===== src/rtl/valrdy_demux8.sv =====
// valrdy_demux8: one-entry pipelined val/rdy demultiplexer to eight output ports, with a delivered-message counter
//   clk_i           rising-edge clock
//   rst_ni          asynchronous active-low reset
//   in_val_i        input message valid
//   in_rdy_o        block can accept input this cycle
//   in_sel_i        destination port index, 0..7
//   in_msg_i        input payload
//   out_val_o       bit i = message valid on output port i (one-hot or zero)
//   out_rdy_i       bit i = consumer on port i ready
//   out_msg_o       payload shared by all output ports
//   deliver_count_o messages delivered since reset, wraps modulo 2^cbits
module valrdy_demux8 #(
  parameter int nbits = 16,
  parameter int cbits = 16
) (
  input  logic             clk_i,
  input  logic             rst_ni,
  input  logic             in_val_i,
  output logic             in_rdy_o,
  input  logic [2:0]       in_sel_i,
  input  logic [nbits-1:0] in_msg_i,
  output logic [7:0]       out_val_o,
  input  logic [7:0]       out_rdy_i,
  output logic [nbits-1:0] out_msg_o,
  output logic [cbits-1:0] deliver_count_o
);
  logic             full_q, full_d;
  logic [2:0]       dest_q, dest_d;
  logic [nbits-1:0] msg_q, msg_d;
  logic [cbits-1:0] cnt_q, cnt_d;
  logic             fire_in, fire_out;
  // Ready is pipelined: the slot frees on the same edge the held message leaves,
  // so out_rdy -> in_rdy is the only combinational path through the block.
  always_comb begin
    fire_out = full_q && out_rdy_i[dest_q];
    in_rdy_o = !full_q || out_rdy_i[dest_q];
    fire_in  = in_val_i && in_rdy_o;
    full_d   = fire_in ? 1'b1 : (fire_out ? 1'b0 : full_q);
    dest_d   = fire_in ? in_sel_i : dest_q;
    msg_d    = fire_in ? in_msg_i : msg_q;
    cnt_d    = fire_out ? cnt_q + 1'b1 : cnt_q;
  end
  always_ff @(posedge clk_i or negedge rst_ni) begin
    if (!rst_ni) begin
      full_q <= 1'b0;
      dest_q <= 3'd0;
      msg_q  <= '0;
      cnt_q  <= '0;
    end else begin
      full_q <= full_d;
      dest_q <= dest_d;
      msg_q  <= msg_d;
      cnt_q  <= cnt_d;
    end
  end
  assign out_val_o       = full_q ? (8'b1 << dest_q) : 8'b0;
  assign out_msg_o       = msg_q;
  assign deliver_count_o = cnt_q;
endmodule


===== config.mk =====
export PLATFORM = sky130hd
export DESIGN_NAME = valrdy_demux8
export DESIGN_NICKNAME = d
export VERILOG_FILES = /design/src/rtl/valrdy_demux8.sv
export SDC_FILE = /design/constraint.sdc
export NUM_CORES = 1
export LEC_CHECK = 0
export BUFFER_PORTS_ARGS = -buffer_cell sky130_fd_sc_hd__clkbuf_2
export CORE_AREA = 2 2 68 76
export CTS_CLUSTER_SIZE = 30
export DETAILED_ROUTE_END_ITERATION = 10
export DIE_AREA = 0 0 70 78
export GPL_ROUTABILITY_DRIVEN = 0
export PLACE_DENSITY = 0.71
export SLEW_MARGIN = 15
export SYNTH_ARGS = -nofsm -noshare
export SYNTH_HDL_FRONTEND = slang
export SYNTH_SLANG_ARGS = --single-unit

===== constraint.sdc =====
create_clock -name clk_i -period 5.15 [get_ports clk_i]
set_input_delay 1.545 -clock clk_i [delete_from_list [all_inputs] [get_ports clk_i]]
set_output_delay 1.545 -clock clk_i [all_outputs]
set_load 0.005 [all_outputs]

# [Word level (Yosys, flattened, before mapping)]
# Cells that the tools add are included.
[classes] n_addsub=1 mul=0 div=0 magnitude_cmp=1 eq_ne=0 shifts=1 n_mux=5 bitwise_logic=0 reduce_logical=5
[op_table] op="$add A16 B1 Y16 const B" n=1
[op_table] op="$mux W8" n=1
[op_table] op="$shl A1 B3 Y8 const A" n=1
[op_table] op="$lt A3 B4 Y1 const B" n=1
[op_table] op="$bmux W1 S3" n=1
[op_table] op="$mux W1" n=3
[op_table] op="$logic_and A1 B1 Y1" n=2
[op_table] op="$reduce_bool A2 Y1" n=1
[op_table] op="$logic_not A1 Y1" n=1
[op_table] op="$logic_or A1 B1 Y1" n=1
[totals] reg_bits=36 latchBits=0 ram_bits=0 rom_bits=0 inputBits=30 out_inout_bits=41 wordCells=17 n_memories=0

# [Depth between registers and ports, before layout]
[depth] ltp_word=5 depth_mapped=6 mapped_depth_nobuf=5

# [Worst setup path after synthesis]
# Ideal clock, no wire load.
[synth_path] path_type="input to output" from="in out_rdy_i[0]" to="out in_rdy_o" arrival_ns=2.418 setup_slack_ns=1.187 stages=5 cell_sequence="mux2_4 o22ai_4 o21a_1 buf_4 inv_1"
[synth_between] elab_chain_len=3
[synth_lines] item="from (decl)" line_no="23" text="input logic [7:0] out_rdy_i,"
[synth_lines] item="$bmux W1 S3" line_no="36" text="in_rdy_o = !full_q || out_rdy_i[dest_q];"
[synth_lines] item="$mux W1 (not written as such)" line_no="36"
[synth_lines] item="$logic_or A1 B1 Y1" line_no="36"
[synth_lines] item="to (decl)" line_no="19" text="output logic in_rdy_o,"
# Every way passes these cells. The select of a mux whose other input is x is not followed.

# [Worst setup path after layout]
# Ends and elaborated chain as after synthesis.

==> impl_metrics.toml <==
[cts]
tritoncts = "done"
cts_resized = 0
postCtsHoldBufs = 0
post_cts_buffers = 0
clkTransAtPathRegs_ps = 70
cts_buffers = 5
cts_htree_levels = 2
clk_latency_ps = 290
cts_root_buffer = "clkbuf_8"
clockBufferDepth = 2
clock_sinks = 36

[route]
firstDrtPassIters = 4
drcViolationCount = 0
routed_wl_mm = 4.590
drtIter0Drc = 85
vias = 1719
ant_nets = 0
wire_per_inst_um = 14.12
via_per_inst = 5.289

[power]
p_switching_uw = 565.6
p_per_area_nw_per_um2 = 535.2
p_comb_share_pct = 45.4
p_total_mw = 1.331
switching_share_pct = 42.51
p_clk_share_pct = 15.5
power_frac_seq_pct = 39.1
p_int_uw = 765.0
vdd_drop_max_uv = 268.8
power_leakage_nw = 1.197

[die]
rows = 26
ioPinCount = 71
dieArea_um2 = 5460
die_h_um = 78
die_w_um = 70
start_util_pct = 44.18
core-area_um2 = 4619

[worst_hold_path]
hold_path_end = "deliver_count_o[15]"
hp-class = "reg -> reg"
hold_start = "deliver_count_o[15]"
hold_path_depth = 1

[cells_and_area]
num_antenna_cells = 0
postLayoutCoreUtil_pct = 53.82
drive_above_1_share_pct = 34.57
nets = 299
syn_to_final_growth_pct = 21.83

[synthesis]
synth_top_area_share_pct = 44.14
synthFlopType = "dfrtp_1"
synthCells = 205
synth_seq_cells = 36
ys_async_sr_fraction_pct = 100.0
yosys.cell_types.count = 29
syn_avg_cell_area_um2 = 9.955
synth_common_cells = "39 x o211ai_1, 36 x dfrtp_1, 26 x nand2_1, 22 x nand2b_1, 15 x xor2_1"
synth-edff-count = 0
synth_top_cell_by_area = "dfrtp_1"
yosysMostFrequentCell = "o211ai_1"
synth.cell_area_um2 = 2041
synth_nets = 236
yosys_warnings = 0
ys_top_cells_by_area = "dfrtp_1 44%, o211ai_1 14%, nand2b_1 6.7%"
yosysSeqAreaShare_pct = 44.14

[timing]
fin_setup_tns_ps = 0
rsz0062_at_grt = "no"
hold_violations = 0
fmax_mhz = 252.8
final.min_clock_period_ps = 3956
worstMarginPinSlew_ps = 889.9
post-route-period-util_pct = 76.81
setup_viol = 0
maxSlewViolCount = 0
fin_skew_ps = 4.331
relSlewSlack_pct = 40.67

[critical_path]
rr_worst_depth = 5
worst-path-max-fanout = 2
r2r-end = "deliver_count_o[1]"
crit_path_start_kind = "primary input"
end_kind = "output port"
crit_type = "in -> out"
ff2ff_setup_slack_ps = 3180
required_ps = 3610
worstReg2RegStart = "dest_q[1]"
arrival_ps = 2410

[global_routing]
grt_start_max_net_pins = 40
grt_pass1_vias = 1662
grt_usage_pct = 17.88
grt.overflow.total = 0
grt_antenna_before_repair = 0
grt_first_pass_wirelength_mm = 7.914

[placement]
dp_hpwl_mm = 3.143
numPortBuffers = 70

[status]
status = "finished, final reports clean"

[run]
maxCapViolations = 0
-- power groups by stage --
stage / Combinational (mW) / Sequential, mW / Clock (mW)
detailed placement: 0.613 / 0.525 / 0
global placement: 0.606 / 0.522 / 0
finish: 0.604 / 0.521 / 0.206
floorplan: 0.448 / 0.483 / 0
global route: 0.675 / 0.540 / 0.227
CTS: 0.615 / 0.521 / 0.214
-- layer usage --
layer / vias up / global-route usage (%) / part of all wire (%)
met3: 4 / 4.805 / 5.9
met2: 50 / 29.14 / 47
met4: 0 / 5.192 / 0.94
li1: 860 / - / -
met1: 805 / 23.32 / 46
met5: - / 0 / 0
-- worst max path at each step --
stage	start	end	cells after the start
global route	out_rdy_i[0]	in_rdy_o	6
global placement	out_rdy_i[0]	in_rdy_o	6
floorplan	out_rdy_i[0]	in_rdy_o	5
finish	out_rdy_i[0]	in_rdy_o	6
detailed placement	out_rdy_i[0]	in_rdy_o	6
CTS	out_rdy_i[0]	in_rdy_o	6
-- state kept, by name, summed over array words and instances, names as in the netlist --
signal           flops
deliver_count_o     16
out_msg_o           16
full_q               1
dest_q               3
-- cells in the final DEF, fill, tap and decap left out, types with 3 or more instances in the layout --
| cell type | count |
|---|---|
| xor2_1 | 15 |
| nor2_1 | 10 |
| dfrtp_1 | 36 |
| o211ai_1 | 39 |
| clkbuf_2 | 70 |
| buf_4 | 3 |
| nand2b_1 | 22 |
| nor4_2 | 3 |
| nand2_1 | 26 |
| clkbuf_8 | 6 |
| mux2_4 | 4 |
| nor4_1 | 4 |
| nor3_1 | 6 |
| nand3_1 | 4 |
-- worst max-delay path, cell delays in order --
cell and delay (ps):
clkbuf_2 80, mux2_4 300, o22ai_4 160, o21a_1 170
inv_1 50, clkbuf_2 100
-- layout make-up --
type                            count  area [µm²]
Fill cell                         445        2133
Multi-Input combinational cell    150        1042
Sequential cell                    36       900.9
Timing Repair Buffer               73       372.9
Clock buffer                        6       82.58
Tap cell                           56       70.07
Clock inverter                      2       10.01
Inverter                            2       7.507
-- cells by family after synthesis --
group                    synth area share, %
XOR/XNOR                               6.438
flip-flops                             44.14
AND/OR/NAND/NOR                        22.44
buffers and inverters                  4.782
adder cells (fa/ha/maj)               0.6130
AO/OA/AOI/OAI                          18.09
multiplexers                           3.495
-- per-stage QoR --
step           hold WS, ps  std cells  setup slack, ps  cell area, µm²
4_1_cts              486.2        325             1194            2486
3_3_place_gp         458.8        317             1190            2394
5_1_grt              508.4        325             1134            2486
6_report             474.8        325             1194            2486
2_1_floorplan        464.7        205             1187            2041
3_5_place_dp         475.6        317             1204            2394
Power figures use the tool's default switching activity.
